===== src/rtl/lsu_pkg.sv =====
// Shared types for the multi-cycle load/store unit: FSM states, funct3 op codes,
// exception codes and the access-size helper.
package lsu_pkg;

    typedef enum logic [1:0] {
        ST_IDLE = 2'd0,
        ST_REQ  = 2'd1,
        ST_WAIT = 2'd2,
        ST_OUT  = 2'd3
    } lsu_state_t;

    localparam logic [2:0] OP_B  = 3'b000;
    localparam logic [2:0] OP_H  = 3'b001;
    localparam logic [2:0] OP_W  = 3'b010;
    localparam logic [2:0] OP_D  = 3'b011;
    localparam logic [2:0] OP_BU = 3'b100;
    localparam logic [2:0] OP_HU = 3'b101;
    localparam logic [2:0] OP_WU = 3'b110;

    typedef enum logic [1:0] {
        EXC_NONE   = 2'b00,
        EXC_LD_MIS = 2'b01,
        EXC_ST_MIS = 2'b10,
        EXC_BUS    = 2'b11
    } lsu_exc_t;

    // log2 of the access size in bytes; expects an already-normalised op
    function automatic logic [1:0] size_of(input logic [2:0] op);
        case (op)
            OP_B, OP_BU: size_of = 2'd0;
            OP_H, OP_HU: size_of = 2'd1;
            OP_D:        size_of = 2'd3;
            default:     size_of = 2'd2;
        endcase
    endfunction

endpackage


===== src/rtl/lsu_align.sv =====
// Combinational lane logic: store data/strobe placement into the bus lane and
// load data extraction with sign or zero extension.
module lsu_align
    import lsu_pkg::*;
#(
    parameter int  DATA_W = 32,
    localparam int STRB_W = DATA_W / 8,
    localparam int LANE_W = $clog2(STRB_W)
) (
    input  logic [LANE_W-1:0] st_lane_i,
    input  logic [1:0]        st_size_i,
    input  logic [DATA_W-1:0] st_wdata_i,
    output logic [DATA_W-1:0] st_wdata_o,
    output logic [STRB_W-1:0] st_strb_o,
    input  logic [LANE_W-1:0] ld_lane_i,
    input  logic [2:0]        ld_op_i,
    input  logic [DATA_W-1:0] ld_rdata_i,
    output logic [DATA_W-1:0] ld_data_o
);

    logic [STRB_W-1:0] strb_base;
    logic [DATA_W-1:0] byte_mask;
    logic [DATA_W-1:0] ld_sh;

    always_comb begin
        strb_base = '0;
        byte_mask = '0;
        for (int i = 0; i < STRB_W; i++) begin
            strb_base[i]       = (i < (1 << st_size_i));
            byte_mask[i*8 +: 8] = {8{strb_base[i]}};
        end
        st_strb_o  = strb_base << st_lane_i;
        // bytes beyond the access size are cleared so only strobed lanes carry data
        st_wdata_o = (st_wdata_i & byte_mask) << {st_lane_i, 3'b000};
    end

    always_comb begin
        ld_sh = ld_rdata_i >> {ld_lane_i, 3'b000};
        case (ld_op_i)
            OP_B:    ld_data_o = DATA_W'($signed(ld_sh[7:0]));
            OP_H:    ld_data_o = DATA_W'($signed(ld_sh[15:0]));
            OP_BU:   ld_data_o = DATA_W'(ld_sh[7:0]);
            OP_HU:   ld_data_o = DATA_W'(ld_sh[15:0]);
            OP_WU:   ld_data_o = DATA_W'(ld_sh[31:0]);
            OP_D:    ld_data_o = ld_sh;
            default: ld_data_o = DATA_W'($signed(ld_sh[31:0]));
        endcase
    end

endmodule


===== src/rtl/lsu_mc.sv =====
// Multi-cycle LSU: one instruction in flight, one memory transaction per access,
// result (or exception) held for the WBU until accepted.
module lsu_mc
    import lsu_pkg::*;
#(
    parameter int  ADDR_W = 32,
    parameter int  DATA_W = 32,
    parameter int  PASS_W = 39,
    localparam int STRB_W = DATA_W / 8
) (
    input  logic                            clk,
    input  logic                            rst,
    input  logic                            exu_valid,
    input  logic [ADDR_W+5+DATA_W+PASS_W-1:0] exu_data,
    output logic                            lsu_ready,
    output logic                            mem_req_valid,
    input  logic                            mem_req_ready,
    output logic [ADDR_W-1:0]               mem_req_addr,
    output logic                            mem_req_wen,
    output logic [DATA_W-1:0]               mem_req_wdata,
    output logic [STRB_W-1:0]               mem_req_wstrb,
    output logic [1:0]                      mem_req_size,
    input  logic                            mem_rsp_valid,
    input  logic [DATA_W-1:0]               mem_rsp_rdata,
    input  logic                            mem_rsp_err,
    output logic                            lsu_valid,
    output logic [DATA_W+PASS_W-1:0]        lsu_data,
    output logic [1:0]                      lsu_exc,
    input  logic                            wbu_ready
);

    localparam int LANE_W = $clog2(STRB_W);
    localparam bit WIDE   = (DATA_W == 64);

    logic [ADDR_W-1:0] in_addr;
    logic              in_ren, in_wen;
    logic [2:0]        in_op;
    logic [DATA_W-1:0] in_wdata;
    logic [PASS_W-1:0] in_pass;

    assign {in_addr, in_ren, in_wen, in_op, in_wdata, in_pass} = exu_data;

    logic [2:0] op_n;
    logic [1:0] size_n;
    logic [2:0] amask;
    logic       mis_n;

    // Stores only look at op[1:0]; any op without a defined meaning at this width becomes W.
    always_comb begin
        op_n = in_wen ? {1'b0, in_op[1:0]} : in_op;
        if (op_n == 3'b111 || (!WIDE && (op_n == OP_D || op_n == OP_WU)))
            op_n = OP_W;
        size_n = size_of(op_n);
        amask  = 3'((4'd1 << size_n) - 4'd1);
        mis_n  = |(in_addr[2:0] & amask);
    end

    lsu_state_t        state_q, state_d;
    logic [ADDR_W-1:0] addr_q, addr_d;
    logic              wen_q, wen_d;
    logic [1:0]        size_q, size_d;
    logic [2:0]        op_q, op_d;
    logic [DATA_W-1:0] wdata_q, wdata_d;
    logic [STRB_W-1:0] strb_q, strb_d;
    logic [PASS_W-1:0] pass_q, pass_d;
    logic [DATA_W-1:0] res_q, res_d;
    lsu_exc_t          exc_q, exc_d;

    logic [DATA_W-1:0] st_wdata;
    logic [STRB_W-1:0] st_strb;
    logic [DATA_W-1:0] ld_data;

    lsu_align #(.DATA_W(DATA_W)) u_align (
        .st_lane_i  (in_addr[LANE_W-1:0]),
        .st_size_i  (size_n),
        .st_wdata_i (in_wdata),
        .st_wdata_o (st_wdata),
        .st_strb_o  (st_strb),
        .ld_lane_i  (addr_q[LANE_W-1:0]),
        .ld_op_i    (op_q),
        .ld_rdata_i (mem_rsp_rdata),
        .ld_data_o  (ld_data)
    );

    always_comb begin
        state_d       = state_q;
        addr_d        = addr_q;
        wen_d         = wen_q;
        size_d        = size_q;
        op_d          = op_q;
        wdata_d       = wdata_q;
        strb_d        = strb_q;
        pass_d        = pass_q;
        res_d         = res_q;
        exc_d         = exc_q;
        lsu_ready     = 1'b0;
        mem_req_valid = 1'b0;
        lsu_valid     = 1'b0;
        unique case (state_q)
            ST_IDLE: begin
                lsu_ready = 1'b1;
                if (exu_valid) begin
                    addr_d  = in_addr;
                    wen_d   = in_wen;
                    size_d  = size_n;
                    op_d    = op_n;
                    pass_d  = in_pass;
                    res_d   = '0;
                    wdata_d = in_wen ? st_wdata : '0;
                    strb_d  = in_wen ? st_strb : '0;
                    exc_d   = EXC_NONE;
                    if (!(in_ren || in_wen)) begin
                        state_d = ST_OUT;
                    end else if (mis_n) begin
                        exc_d   = in_wen ? EXC_ST_MIS : EXC_LD_MIS;
                        state_d = ST_OUT;
                    end else begin
                        state_d = ST_REQ;
                    end
                end
            end
            ST_REQ: begin
                mem_req_valid = 1'b1;
                if (mem_req_ready) state_d = ST_WAIT;
            end
            ST_WAIT: begin
                // store acknowledgements come through here too; their data is discarded
                if (mem_rsp_valid) begin
                    state_d = ST_OUT;
                    if (mem_rsp_err) begin
                        exc_d = EXC_BUS;
                        res_d = '0;
                    end else begin
                        res_d = wen_q ? '0 : ld_data;
                    end
                end
            end
            ST_OUT: begin
                lsu_valid = 1'b1;
                if (wbu_ready) state_d = ST_IDLE;
            end
            default: state_d = ST_IDLE;
        endcase
    end

    always_ff @(posedge clk or negedge rst) begin
        if (!rst) begin
            state_q <= ST_IDLE;
            addr_q  <= '0;
            wen_q   <= 1'b0;
            size_q  <= '0;
            op_q    <= '0;
            wdata_q <= '0;
            strb_q  <= '0;
            pass_q  <= '0;
            res_q   <= '0;
            exc_q   <= EXC_NONE;
        end else begin
            state_q <= state_d;
            addr_q  <= addr_d;
            wen_q   <= wen_d;
            size_q  <= size_d;
            op_q    <= op_d;
            wdata_q <= wdata_d;
            strb_q  <= strb_d;
            pass_q  <= pass_d;
            res_q   <= res_d;
            exc_q   <= exc_d;
        end
    end

    assign mem_req_addr  = addr_q;
    assign mem_req_wen   = wen_q;
    assign mem_req_wdata = wdata_q;
    assign mem_req_wstrb = strb_q;
    assign mem_req_size  = size_q;
    assign lsu_data      = {res_q, pass_q};
    assign lsu_exc       = exc_q;

endmodule


===== config.mk =====
export PLATFORM = sky130hd
export DESIGN_NAME = lsu_mc
export DESIGN_NICKNAME = d
export VERILOG_FILES = /design/src/rtl/lsu_pkg.sv /design/src/rtl/lsu_align.sv /design/src/rtl/lsu_mc.sv
export SDC_FILE = /design/constraint.sdc
export NUM_CORES = 1
export LEC_CHECK = 0
export CAP_MARGIN = 20
export CORE_ASPECT_RATIO = 1.25
export CORE_MARGIN = 4
export CORE_UTILIZATION = 42
export CTS_CLUSTER_SIZE = 24
export DETAILED_ROUTE_END_ITERATION = 12
export GPL_ROUTABILITY_DRIVEN = 0
export MAX_ROUTING_LAYER = met4
export PLACE_DENSITY_LB_ADDON = 0.3
export RECOVER_POWER = 50
export SETUP_SLACK_MARGIN = 0.15
export SKIP_LAST_GASP = 1
export SLEW_MARGIN = 0
export SYNTH_ARGS = -nofsm -noshare
export SYNTH_HDL_FRONTEND = slang
export SYNTH_SLANG_ARGS = --single-unit

===== constraint.sdc =====
create_clock -name clk -period 2.68 [get_ports clk]
set_clock_uncertainty 0.2 [all_clocks]
set_input_delay 0.804 -clock clk [delete_from_list [all_inputs] [get_ports clk]]
set_output_delay 0.804 -clock clk [all_outputs]
set_load 0.02 [all_outputs]

# ---- Word level (Yosys, flattened, before mapping)
# Index checks and enable logic that the tools add are counted.
dict set report word_totals {
  regBits 149
  output_inout_bits 147
}
dict set report op_classes {
  add_sub_neg 1
  n_lt_le_gt_ge 4
  eq_ne 18
  n_shift 5
  mux 28
  bitwise 2
  reduce_logical 14
}
# operator n
set ops {}
lappend ops {{$mux 32} 5}
lappend ops {{$pmux 32 s4} 1}
lappend ops {{$lt 3x32->1 const A} 2}
lappend ops {{$pmux 32 s2} 1}
lappend ops {{$and 32x32->32} 1}
lappend ops {{$lt 1x32->1 const A} 1}
lappend ops {{$lt 2x32->1 const A} 1}
lappend ops {{$shl 1x2->32 const A} 1}
lappend ops {{$shl 32x5->32} 1}
lappend ops {{$shr 32x5->32} 1}
lappend ops {{$mux 2} 12}
lappend ops {{$eq 3x3->1 const B} 6}
lappend ops {{$ne 2x2->1 const B} 5}
lappend ops {{$pmux 2 s4} 1}
lappend ops {{$reduce_and 4->1} 2}
lappend ops {{$eq 3x1->1 const B} 2}
lappend ops {{$eq 3x2->1 const B} 2}
lappend ops {{$logic_not 3->1} 2}
lappend ops {{$mux 3} 2}
lappend ops {{$pmux 2 s3} 1}
lappend ops {{$eq 2x2->1 const B} 2}
lappend ops {{$mux 4} 1}
lappend ops {{$pmux 2 s2} 1}
lappend ops {{$reduce_or 2->1} 2}
lappend ops {{other kinds (12)} 16}

# ---- Logic depth before layout (Yosys ltp)
dict set report logic_depth {
  depth_word 16
  mapped_depth 9
  ltp_nobuf 6
}

# ---- Hierarchy
# A second synthesis with hierarchy kept.
dict set report unflattened {
  cells_unflattened 719
  hier_area_um2 7279.5
}
# module instances cells_per_inst area_each_um2
set by_module_without_submodules {}
lappend by_module_without_submodules {lsu_mc 1 505 5999.5}
lappend by_module_without_submodules {lsu_align 1 214 1280.0}

# ---- Worst setup path before layout
# Ideal clock, no wire load.
dict set report synth_path {
  path_type {in2reg}
  from {in exu_data[76]}
  to {reg wdata_q[17] (netlist: mem_req_wdata[17])}
  arrival_ns 1.953
  required_ns 2.348
  path_slack_ns 0.395
  stages 5
  n_path_buf 2
  path_cell_list {clkbuf_1 > buf_2 > mux2_2 > a221oi_1 > o21ai_0}
}
dict set report synth_between {
  elab_chain_cells 2
}
# element line
set synth_rtl {}
lappend synth_rtl {{start, declared} lsu_mc.sv:14} ;# input logic [ADDR_W+5+DATA_W+PASS_W-1:0] exu_data,
lappend synth_rtl {{$shl 32x5->32} lsu_align.sv:34} ;# st_wdata_o = (st_wdata_i & byte_mask) << {st_lane_i, 3'b000};
lappend synth_rtl {{$mux 32} lsu_mc.sv:109} ;# wdata_d = in_wen ? st_wdata : '0;
lappend synth_rtl {{end signal, assigned} lsu_mc.sv:164} ;# wdata_q <= wdata_d;
lappend synth_rtl {{end, declared} lsu_mc.sv:63} ;# logic [DATA_W-1:0] wdata_q, wdata_d;
# No other way between the ends.
# A chain may end at the register's enable or synchronous reset.

# ---- Worst setup path after layout
dict set report layout_path {
  from {in exu_valid}
  to {reg pass_q[24]}
}
dict set report layout_between {
  elab_chain_cells 1
}
# element line
set layout_rtl {}
lappend layout_rtl {{start, declared} lsu_mc.sv:13} ;# input logic exu_valid,
lappend layout_rtl {{$reduce_and 2->1 (no source line)} n/a}
lappend layout_rtl {{end signal, assigned} lsu_mc.sv:166} ;# pass_q <= pass_d;
lappend layout_rtl {{end, declared} lsu_mc.sv:65} ;# logic [PASS_W-1:0] pass_q, pass_d;
# No other way between the ends.

==> impl_metrics.toml <==
[placement]
placedCellCount = 1053
place_hpwl_mm = 16.63
placed_area_um2 = 10060
portBuffers = 293

[cells_and_area]
nFillCells = 1195
fin_cells = 1085
multi_input_area_um2 = 2764
drive_gt1_share_pct = 18.21
nets = 1011
final_area_um2 = 10560
area_delta_synth_final_pct = 58.32
n_antenna_cell = 0
seqCellArea_um2 = 3729

[cts]
clockBufferDepth = 2
numCtsBuffers = 17
cts_root_buf = "clkbuf_16"
cts_tree = "done"
cts_sinks = 149
clk_pin_slew_ns = 0.06
clkLatencyLatePin_ns = 0.41
cts_setup_buffers = 0
htree_levels = 4

[power_and_ir_drop]
p_sw_share_pct = 37.27
power_density_nw_per_um2 = 1149
clockPowerShare_pct = 18.9
power_frac_seq_pct = 31.6
netSwitchingPower_mw = 4.523
ir_drop_uv = 695.6
internal_power_mw = 7.612
pwr-share-comb_pct = 49.5
p_leak_nw = 4.527

[logic_synthesis]
ys_seq_area_share_pct = 55.90
synthCells = 556
synth_fa_ha_area_share_pct = 0.7503
yosysWarnings = 0
synth_edf_count = 0
synthSimpleGateAreaFrac_pct = 8.798
async_reset_ff_share_pct = 100.0
synth_nets = 707
syn_area_um2 = 6670
synth_ff_type = "dfrtp_1"
synth_compound_area_share_pct = 14.37
synth-xor-area-share_pct = 0
synthMuxAreaShare_pct = 17.28
synth-seq-cells = 149
ys_types = 42
synth_top_family_by_area = "multiplexers"
avgSynthCellArea_um2 = 12.00

[run_status]
run_status = "finished with violations"
violations = "max-capacitance violations, max-slew violations"

[drt]
drt_iter0_drc = 477
wirelength_mm = 21.74
routedWlPerCell_um = 20.03
routed-via-count = 5881
drt_first_pass_iters = 5
post_drt_via_cell_ratio = 5.420
drc = 0
ant_nets = 0

[worst_setup_path]
r2r-start = "state_q[0]"
cp_top_family = "buffers and inverters"
cp.arrival_ns = 2.62
cp_data_required_time_ns = 2.78
cp_slowest_cell = "clkbuf_2"
crit_path_max_fanout = 33
worst_setup_path_start_kind = "input pin"
cp_slowest_stage_delay_ns = 0.65
path_buf_inv = 3
path_class = "in2reg"
worstSetupStartpoint = "exu_valid"
path_cells = "clkdlybuf4s50_1 > buf_4 > nand2_4 > clkbuf_2 > mux2_2"
end_kind = "flip-flop"

[floorplan]
dieWidth_um = 120.7
core_um2 = 15570
die_h_um = 148.9
rows = 51
die-area_um2 = 17970
start_util_pct = 42.84
io_pins = 294

[min_path]
hp-start = "mem_req_size[0]"
hp-class = "reg2reg"

[timing]
whs_ns = 0.2776
setup_viol = 0
tightest_slew_ns = 1.527
tns_ns = 0
clock.fmax_mhz = 397.5
post-route-period-util_pct = 93.88
finalMaxSlewViolations = 57
rsz0062_at_grt = "no"
final-hold-violation-count = 0
period_minus_slack_ns = 2.516
slew_headroom_pct = -1.824

[global_route]
antenna_found_initial = 0
grt_max_degree = 59
grt_util_all_layers_pct = 24.79
grt_pass1_wl_mm = 33.37
grt_pass1_vias = 6337
grt-ovfl-total = 0

[run]
maxCapViolCount = 1
per-layer routing:
metal,share of wire (%),GRT usage [%]
met1,37,28.06
met2,50,40.50
met3,8.4,6.791
met4,4.5,12.41
met5,0,-
state kept, by name, indices dropped and copies added (netlist names):
register	flops
lsu_exc	2
mem_req_addr	32
mem_req_size	2
mem_req_wdata	32
mem_req_wen	1
mem_req_wstrb	4
op_q	3
pass_q	39
res_q	32
state_q	2
final timing paths:
path | end | slack, ns | depth (start not counted)
worst max-delay path | pass_q[24] | 0.16 | 5
worst min-delay path | mem_req_size[0] | 0.28 | 1
worst max register to register | pass_q[24] | 0.30 | 6
worst min register to register | mem_req_size[0] | 0.28 | 1
max in group asynchronous | mem_req_addr[14] | 0.59 | 2
min in group asynchronous | state_q[1] | 0.57 | 1
cells in the mapped netlist, types with 2 or more instances:
library cell  instances  area share (%)
a221oi_1              8             1.1
a21o_1                3            0.34
a22o_1                9             1.2
a221o_1              16             2.4
a32o_1                8             1.2
or2_2                 3            0.28
o21ai_0              43             3.2
mux2_2               87              15
nand3b_1              8            0.90
nand3_1               2            0.15
inv_1                 5            0.28
ha_1                  4            0.75
o211ai_1              3            0.34
nand2_1              52             2.9
nor2_1               20             1.1
a2bb2oi_1             2            0.26
a21oi_1              24             1.8
buf_1                 2            0.11
clkbuf_1             32             1.8
buf_6                 2            0.34
nand2b_1              3            0.28
mux2i_1              15             2.3
a22oi_1               8            0.90
a211o_1               8             1.1
nor2b_1              20             1.9
buf_2                 5            0.38
dfrtp_1             149              56
area by class of cell:
type	count	area share, %
Inverter	5	0.1777
Clock buffer	25	4.787
Sequential cell	149	35.31
Timing Repair Buffer	326	30.38
Multi-Input combinational cell	361	26.17
Clock inverter	7	0.6635
Tap cell	212	2.512
cells by family after synthesis:
group | count (synthesis)
buf+inv | 46
simple gates | 117
fa+ha+maj | 4
flops | 149
compound gates | 137
mux | 103
timing repair:
item                                    4_1_cts  5_1_grt
resized for setup                             3        3
endpoints found under the hold margin         0        0
endpoints found under the setup margin        3        8
hold buffers                                  0        0
worst register-to-register path: stages (launching register included):
cell and delay, ns:
dfrtp_1 0.37, inv_1 0.08, ha_1 0.21, buf_4 0.18, nand2_4 0.13, clkbuf_2 0.66, mux2_2 0.43
power groups by stage:
stage | clock [mW] | combinational [mW] | sequential (mW)
4_1_cts | 2.34 | 6.14 | 3.83
6_report | 2.30 | 6.01 | 3.83
3_5_place_dp | 0 | 6.13 | 3.85
3_3_place_gp | 0 | 6.01 | 3.80
5_1_grt | 2.44 | 6.37 | 3.94
2_1_floorplan | 0 | 2.01 | 4.90
stage by stage:
step | power, mW | utilization (%) | setup WS [ns]
5_1_grt | 12.75 | 67.82 | 0.08520
3_5_place_dp | 9.978 | 64.59 | -0.09413
6_report | 12.13 | 67.82 | 0.1640
2_1_floorplan | 6.912 | - | 0.3949
3_3_place_gp | 9.805 | 64.59 | -0.02836
4_1_cts | 12.31 | 68.26 | 0.1742
cell usage in the layout, fill, tap and decap left out, types with 4 or more instances in the layout:
| cell type | Yosys | routed |
|---|---|---|
| a211o_1 | 8 | 8 |
| a21oi_1 | 24 | 24 |
| a221o_1 | 16 | 16 |
| a221oi_1 | 8 | 8 |
| a22o_1 | 9 | 9 |
| a22oi_1 | 8 | 8 |
| a32o_1 | 8 | 8 |
| buf_12 | 0 | 4 |
| buf_4 | 0 | 23 |
| clkbuf_1 | 32 | 5 |
| clkbuf_16 | 0 | 17 |
| clkbuf_2 | 0 | 5 |
| clkbuf_8 | 0 | 5 |
| clkdlybuf4s50_1 | 0 | 288 |
| dfrtp_1 | 149 | 149 |
| ha_1 | 4 | 4 |
| inv_1 | 5 | 5 |
| mux2_2 | 87 | 87 |
| mux2i_1 | 15 | 15 |
| nand2_1 | 52 | 51 |
| nand3b_1 | 8 | 8 |
| nor2_1 | 20 | 19 |
| nor2b_1 | 20 | 20 |
| o21ai_0 | 43 | 43 |
Note: power is estimated with default switching activity, not from simulation.
